==> src/rtl/lcd_read_cycle.sv <==
// lcd_read_cycle
// Read-side bus-cycle generator for an HD44780-style character LCD port.
// Drives RS/RW, pulses E with programmable setup / high / recovery times,
// samples the 8-bit data bus on the edge that drops E, and optionally
// repeats status reads while the busy flag (DB7) is set.
//
// Handshake: rd_enable is a level request sampled only while state is IDLE.
// Requests seen in any other state are dropped, with no queuing. Completion
// is reported by a one-cycle rd_finish pulse, during which rd_data and
// busy_timeout are valid. rd_enable held high through rd_finish starts the
// next transaction back-to-back, because rd_finish is asserted while the FSM
// already sits in IDLE.
module lcd_read_cycle #(
   parameter int T_AS     = 2,    // address-setup cycles, RS/RW valid to E rise (>=1)
   parameter int T_EH     = 12,   // E-high cycles (>=1)
   parameter int T_EL     = 20,   // recovery cycles after E falls (>=1)
   parameter int MAX_POLL = 255   // maximum reads per busy-poll transaction (1..255)
) (
   input  logic       clk,
   input  logic       rst_n,
   input  logic       rd_enable,
   input  logic       rs_sel,
   input  logic       poll_busy,
   input  logic [7:0] db_in,
   output logic [2:0] state,
   output logic       rd_finish,
   output logic [7:0] rd_data,
   output logic       busy_timeout,
   output logic       RS_out,
   output logic       RW_out,
   output logic       E_out,
   output logic       db_oe
);

   // ------------------------------------------------------------------
   // Derived constants
   // ------------------------------------------------------------------
   // The phase counter must hold the largest reload value (T_x - 1).
   localparam int MAX_T01 = (T_AS > T_EH) ? T_AS : T_EH;
   localparam int MAX_T   = (MAX_T01 > T_EL) ? MAX_T01 : T_EL;
   localparam int CW      = (MAX_T <= 2) ? 1 : $clog2(MAX_T);

   localparam logic [CW-1:0] AS_LOAD  = CW'(T_AS - 1);
   localparam logic [CW-1:0] EH_LOAD  = CW'(T_EH - 1);
   localparam logic [CW-1:0] EL_LOAD  = CW'(T_EL - 1);
   localparam logic [CW-1:0] CNT_ZERO = '0;
   localparam logic [CW-1:0] CNT_ONE  = CW'(1);

   // poll_cnt is 8 bits; MAX_POLL never exceeds 255 so it cannot wrap.
   localparam logic [7:0] POLL_LIMIT = 8'(MAX_POLL);
   localparam logic [7:0] POLL_ONE   = 8'd1;

   // FSM encoding, visible on the state output.
   localparam logic [2:0] ST_IDLE  = 3'd0;
   localparam logic [2:0] ST_SETUP = 3'd1;
   localparam logic [2:0] ST_EHIGH = 3'd2;
   localparam logic [2:0] ST_RECOV = 3'd3;

   // ------------------------------------------------------------------
   // Registers and next-state values
   // ------------------------------------------------------------------
   logic [2:0]    state_q,    state_d;
   logic [CW-1:0] cnt_q,      cnt_d;
   logic [7:0]    poll_cnt_q, poll_cnt_d;
   logic          poll_q,     poll_d;
   logic          finish_q,   finish_d;
   logic [7:0]    data_q,     data_d;
   logic          timeout_q,  timeout_d;
   logic          rs_q,       rs_d;
   logic          rw_q,       rw_d;
   logic          e_q,        e_d;
   logic          oe_q,       oe_d;

   // Helper terms for readability in the next-state logic.
   logic cnt_done;
   logic poll_again;

   assign cnt_done   = (cnt_q == CNT_ZERO);
   // Another status read is due when polling is on, the last sample still
   // shows busy, and the poll budget is not exhausted.
   assign poll_again = poll_q & data_q[7] & (poll_cnt_q < POLL_LIMIT);

   // Next-state and output-register logic for the read sequencer.
   always_comb begin
      state_d    = state_q;
      cnt_d      = cnt_q;
      poll_cnt_d = poll_cnt_q;
      poll_d     = poll_q;
      finish_d   = 1'b0;          // rd_finish is a single-cycle pulse
      data_d     = data_q;
      timeout_d  = timeout_q;
      rs_d       = rs_q;
      rw_d       = rw_q;
      e_d        = e_q;
      oe_d       = oe_q;

      case (state_q)
         ST_IDLE: begin
            if (rd_enable) begin
               poll_d     = poll_busy;
               rs_d       = rs_sel;
               rw_d       = 1'b1;
               oe_d       = 1'b0;      // release the bus before E can rise
               cnt_d      = AS_LOAD;
               poll_cnt_d = POLL_ONE;
               state_d    = ST_SETUP;
            end
         end

         ST_SETUP: begin
            if (!cnt_done) begin
               cnt_d = cnt_q - CNT_ONE;
            end else begin
               e_d     = 1'b1;
               cnt_d   = EH_LOAD;
               state_d = ST_EHIGH;
            end
         end

         ST_EHIGH: begin
            if (!cnt_done) begin
               cnt_d = cnt_q - CNT_ONE;
            end else begin
               // Sample on the same edge that drops E, so the data is
               // captured while the LCD is still driving it.
               data_d  = db_in;
               e_d     = 1'b0;
               cnt_d   = EL_LOAD;
               state_d = ST_RECOV;
            end
         end

         ST_RECOV: begin
            if (!cnt_done) begin
               cnt_d = cnt_q - CNT_ONE;
            end else if (poll_again) begin
               // RS/RW stay asserted across the repeated status read.
               poll_cnt_d = poll_cnt_q + POLL_ONE;
               cnt_d      = AS_LOAD;
               state_d    = ST_SETUP;
            end else begin
               rw_d      = 1'b0;
               rs_d      = 1'b0;
               oe_d      = 1'b1;
               finish_d  = 1'b1;
               timeout_d = poll_q & data_q[7];
               state_d   = ST_IDLE;
            end
         end

         default: begin
            // Unreachable encodings fall back to a quiet idle bus.
            e_d     = 1'b0;
            rw_d    = 1'b0;
            rs_d    = 1'b0;
            oe_d    = 1'b1;
            cnt_d   = CNT_ZERO;
            state_d = ST_IDLE;
         end
      endcase
   end

   // State and output registers; reset drops E and returns the bus at once.
   always_ff @(posedge clk or negedge rst_n) begin
      if (!rst_n) begin
         state_q    <= ST_IDLE;
         cnt_q      <= CNT_ZERO;
         poll_cnt_q <= 8'd0;
         poll_q     <= 1'b0;
         finish_q   <= 1'b0;
         data_q     <= 8'd0;
         timeout_q  <= 1'b0;
         rs_q       <= 1'b0;
         rw_q       <= 1'b0;
         e_q        <= 1'b0;
         oe_q       <= 1'b1;
      end else begin
         state_q    <= state_d;
         cnt_q      <= cnt_d;
         poll_cnt_q <= poll_cnt_d;
         poll_q     <= poll_d;
         finish_q   <= finish_d;
         data_q     <= data_d;
         timeout_q  <= timeout_d;
         rs_q       <= rs_d;
         rw_q       <= rw_d;
         e_q        <= e_d;
         oe_q       <= oe_d;
      end
   end

   // ------------------------------------------------------------------
   // Outputs come straight from flops, so E never glitches.
   // ------------------------------------------------------------------
   assign state        = state_q;
   assign rd_finish    = finish_q;
   assign rd_data      = data_q;
   assign busy_timeout = timeout_q;
   assign RS_out       = rs_q;
   assign RW_out       = rw_q;
   assign E_out        = e_q;
   assign db_oe        = oe_q;

endmodule

==> config.mk <==
export PLATFORM = sky130hd
export DESIGN_NAME = lcd_read_cycle
export DESIGN_NICKNAME = d
export VERILOG_FILES = /design/src/rtl/lcd_read_cycle.sv
export SDC_FILE = /design/constraint.sdc
export NUM_CORES = 1
export LEC_CHECK = 0
export ABC_AREA = 1
export CORE_UTILIZATION = 25
export DETAILED_ROUTE_END_ITERATION = 7
export HOLD_SLACK_MARGIN = 0.06
export PLACE_DENSITY = 0.54
export SETUP_SLACK_MARGIN = 0.4
export SKIP_CTS_REPAIR_TIMING = 1
export SLEW_MARGIN = 40
export SYNTH_ARGS = -nofsm -noshare
export SYNTH_HDL_FRONTEND = slang
export SYNTH_SLANG_ARGS = --single-unit
==> constraint.sdc <==
create_clock -name clk -period 2.4 [get_ports clk]
set_clock_uncertainty 0.05 [all_clocks]
set_input_delay 0.6 -clock clk [delete_from_list [all_inputs] [get_ports clk]]
set_output_delay 0.6 -clock clk [all_outputs]
set_load 0.01 [all_outputs]
After elaboration in Yosys (flattened, before gate mapping)
Index checks and enable logic that the tools add are counted.
{ "classes": {"n_reduce_logical": 13, "addsub": 2, "magnitude_cmp": 1, "n_eq_ne": 10, "mux": 32, "bitwise_logic": 5} }
{ "op_table": {"columns": ["cell", "count"], "rows": [
  ["5-bit 2-to-1 mux", 5],
  ["8-bit 2-to-1 mux", 3],
  ["5-bit one-hot mux with 4 select lines", 1],
  ["8-bit one-hot mux with 2 select lines", 1],
  ["1-bit 2-to-1 mux", 13],
  ["3-bit 2-to-1 mux", 4],
  ["2-bit != test (second input constant)", 6],
  ["1-bit one-hot mux with 3 select lines", 4],
  ["3-bit one-hot mux with 4 select lines", 1],
  ["4-bit AND reduction", 3],
  ["8-bit by 1-bit adder with 8-bit output (second input constant)", 1],
  ["8-bit < comparator (second input constant)", 1],
  ["3-bit by 2-bit equality test with 1-bit output (second input constant)", 2],
  ["2-bit AND reduction", 3],
  ["3-bit AND reduction", 2],
  ["5-bit logical NOT", 1],
  ["5-bit by 1-bit subtractor with 5-bit output (second input constant)", 1],
  ["2-bit OR reduction", 2],
  ["3-bit by 1-bit equality test with 1-bit output (second input constant)", 1],
  ["3-bit logical NOT", 1],
  ["3-bit != test (second input constant)", 1],
  ["1-bit NOT", 3],
  ["1-bit AND", 2],
  ["2-bit nonzero test", 1]
]} }
{ "totals": {"in_bits": 13, "out_inout_bits": 17, "register_bits": 31} }

Longest topological paths before layout
{ "logic_depth": {"depth_word": 5, "ltp_mapped": 11, "mapped_depth_nobuf": 11} }

Worst setup path before layout
No wires, ideal clock.
{ "synth_path": {"path_kind": "register -> register", "start": "register state_q[0], in the netlist state[0]", "end": "register rs_q, in the netlist RS_out", "stages_incl_launch_ff": 12, "t_arrival_ns": 1.477, "n_path_buf": 2, "slack_ns": 0.755, "path_cell_list": "dfrtp_1 -> inv_1 -> ha_1 -> buf_6 -> inv_2 -> or2_0 -> buf_6 -> nand2_4 -> nor2_4 -> nand2_2 -> nand2_1 -> nand2_1"} }
{ "synth_via": {"elab_chain_cells": 4, "word_cells_on_any_way": 11, "classes_between": "eq/ne: 6; mux: 1; bitwise: 1; reduce/logical: 3"} }
{ "synth_lines": {"columns": ["item", "line", "text"], "rows": [
  ["start, declared", "62", "logic [2:0] state_q, state_d;"],
  ["start signal, assigned", "178", "state_q <= state_d;"],
  ["3-bit by 2-bit equality test with 1-bit output / 3-bit by 1-bit equality test with 1-bit output (equally long branches)", "97", "case (state_q)"],
  ["2-bit OR reduction (no source line)", null, null],
  ["1-bit NOT (no source line)", null, null],
  ["4-bit AND reduction (no source line)", null, null],
  ["end signal, assigned", "185", "rs_q <= rs_d;"],
  ["end, declared", "69", "logic rs_q, rs_d;"]
]} }
Several ways; a longest one is shown, not always the timed one.
A chain may end at the register's enable or synchronous reset.

Worst setup path after layout
{ "layout_path": {"start": "register state_q[0], in the netlist state[0]", "end": "output state[0]"} }
{ "layout_lines": {"columns": ["item", "line", "text"], "rows": [
  ["end, declared", "25", "output logic [2:0] state,"]
]} }
No word-level cell between the ends.

==> impl_results.md <==
* Die Wd at 86.36 um
* Hold Path End: rd_data[0]$_DFFE_PN0P_
* Routed Antenna Nets at 0
* Yosys reg bits at 30
* First-pass GRT wire length at 6741 um
* Async SR Flop Fraction at 100.0%
* GRT met2 Usage at 18.18%
* Sw Share at 43.03%
* Final setup TNS at 0 ns
* Cell family with most CP delay: buffers and inverters
* Clock root cell: clkbuf_8
* Gate power share at 54.6%
* Via count at 1507
* Synth Instances at 233
* Height of the die at 86.36 um
* CP Capture Type: output port
* Slowest CP cell: clkdlybuf4s50_1
* Die area at 0.007458 mm2
* Vias/cell at 4.140
* Synthesized area per cell at 7.636 um2
* CP Max Fanout at 5
* Largest net degree at the start of global routing at 31
* Yosys top cell area share at 40.79%
* Initial antenna violation count at 0
* Total wire length at 3758 um
* Crit path buffers/inverters at 1
* Non-Filler Instances at 364
* Max cap viols at 0
* Max Freq at 519.9 MHz
* Worst r2r dst: cnt_q[3]$_DFFE_PN0P_
* CTS tree: built
* Most common cell after layout, fill and taps aside: nand2_1
* Gp weighted congestion at 0.7850
* Fin crit share at 80.15%
* CTS Buffer Depth at 2
* CP peak stage delay at 0.57 ns
* Required time of the critical path at 1.75 ns
* Post-synthesis cell area at 0.001779 mm2
* DRT iter0 DRCs at 87
* Syn-to-layout area delta at 28.13%
* M1 GR Usage at 15.24%
* Slew Limit Fails at 0
* Reg clk slew, reported paths at 0.07 ns
* Worst Path Class, Setup: flip-flop to output port
* HP Start: rd_data[0]$_DFFE_PN0P_
* PwrDens at 1291 mW/mm2
* Drt wl/cell at 10.32 um
* Yosys warns at 0
* Number of enable flip-flop cells after synthesis at 0
* Antenna diodes at 0
* NetSw at 1.267 mW
* Post-Syn Nets at 253
* I/O Buffers at 28
* Crit Reg-Reg Startpoint: state[0]$_DFFE_PN0P_
* Register area at 752.0 um2
* Synth unique cells at 31
* # placed instances at 356
* CTS Buf Count at 5
* R2R Setup Slk at 0.60 ns
* Met3 usage at 3.333%
* Clk_lat worst skew at 0.28 ns
* Most frequent cells in the layout: nand2_1, dfrtp_1, clkdlybuf4s50_1, nand3_1, inv_1
* Total gr overflow at 0
* GRT Total Usage at 11.53%
* Initial Util at 26.04%
* Min Tclk post-route at 1.924 ns
* RSZ-0062 raised after global routing: false
* Most common flop cell mapped by yosys: dfrtp_1
* Register share of total power at 28.3%
* Core Area at 0.006832 mm2
* GRT Max-Usage Layer: met2
* DRC at 0
* Critical Path Start Type: flip-flop
* Hold WS at 0.4180 ns
* Crit-path cells: clkdlybuf4s50_1
* WHS Path Cells at 2
* H-Tree Depth at 2
* Crit path DAT at 1.27 ns
* Sequential element share of the synthesized area at 42.26%
* Area taken by multi-input logic gates at 895.9 um2
* Share of cells above drive strength 1 at 11.57%
* R2R cell count at 8
* Status: complete, no violations
* # fillers at 740
* Clk sink count at 30
* Yosys top cell by area: dfrtp_1
* I/O Pins at 30
* FP Rows at 30
* Drt first pass iters at 4
* Vias in the first global route at 1453
* Internal cell power at 1.677 mW
* HP Class: flip-flop to flip-flop
* Synth top area cells: dfrtp_1, nand2_1, nand3_1
* Clock network fraction of total power at 17.1%
* Leakage at 1.139 nW
* Final setup fails at 0
* Hold Violations, Final at 0
* Nets at 287
* Max VDD drop at 0.4661 mV
* Dpl hpwl at 2813 um
==> worst max path at each step <==
stage          slack (ns)  cells after the start            startpoint                         to
5_1_grt              0.44                      1  state[0]$_DFFE_PN0P_                   state[0]
3_5_place_dp         0.31                      6             rd_enable  poll_cnt_q[6]$_DFFE_PN0P_
3_3_place_gp         0.33                      7             rd_enable  poll_cnt_q[0]$_DFFE_PN0P_
2_1_floorplan        0.76                     11  state[0]$_DFFE_PN0P_         RS_out$_DFFE_PN0P_
4_1_cts              0.38                      1     db_oe$_DFFE_PN1P_                      db_oe
6_report             0.48                      1  state[0]$_DFFE_PN0P_                   state[0]
==> metrics by stage <==
step / utilization, % / area, um2 / setup slack (ns) / power [mW]
after floorplan: - / 1779 / 0.7555 / 1.943
after global placement: 31.72 / 2167 / 0.3313 / 2.457
after detailed placement: 31.72 / 2167 / 0.3054 / 2.462
after CTS: 33.33 / 2277 / 0.3838 / 2.989
after global routing: 33.37 / 2280 / 0.4387 / 3.227
final: 33.37 / 2280 / 0.4764 / 2.944
==> registers in the layout, indices dropped and copies added, names as in the netlist <==
name,flops
poll_cnt_q,8
rd_data,8
cnt_q,5
state,2
E_out,1
RS_out,1
RW_out,1
busy_timeout,1
db_oe,1
poll_q,1
rd_finish,1
==> power groups by stage <==
stage	combinational, mW	sequential [mW]	clock, mW
after floorplan	1.06	0.880	0
after global placement	1.61	0.844	0
final	1.61	0.833	0.504
after global routing	1.82	0.863	0.542
after CTS	1.63	0.837	0.525
after detailed placement	1.62	0.840	0
==> synthesized netlist by cell type (2+ instances only) <==
cell type  instances
nand2_1           89
dfrtp_1           29
nand3_1           23
inv_1             22
nor2_1            17
ha_1               7
a21oi_1            6
nand2_2            4
nand2_4            4
nor2_2             4
nor2_4             3
a31oi_1            2
buf_6              2
inv_2              2
nor3b_1            2
o21ai_0            2
==> cell families (layout without fill, tap and decap cells) <==
| logic type | Yosys count | in the layout | synth area share, % |
|---|---|---|---|
| AOI/OAI and AO/OA | 13 | 13 | 4.079 |
| and+or+nand+nor | 151 | 151 | 40.15 |
| adders and majority gates | 7 | 7 | 4.922 |
| xor gates and xnor gates | 2 | 2 | 0.9847 |
| DFF | 30 | 30 | 42.26 |
| buffers and inverters | 29 | 64 | 7.384 |
| other | 1 | 1 | 0.2108 |
==> cell type report <==
type                    instances  share of cell area, %
multi-input cells             174                  39.30
flip-flops and latches         30                  32.99
repair buffers                 31                  13.39
well taps                      96                  5.269
inverters                      25                  4.226
clock buffers                   6                  3.183
clock inverters                 2                  1.647
==> layer usage <==
metal  vias to the layer above  wire length (um)
met2                        30              1663
li1                        795                 -
met4                         0                48
met5                         -                 0
met1                       677              1862
met3                         5               183
Power figures use the tool's default switching activity.
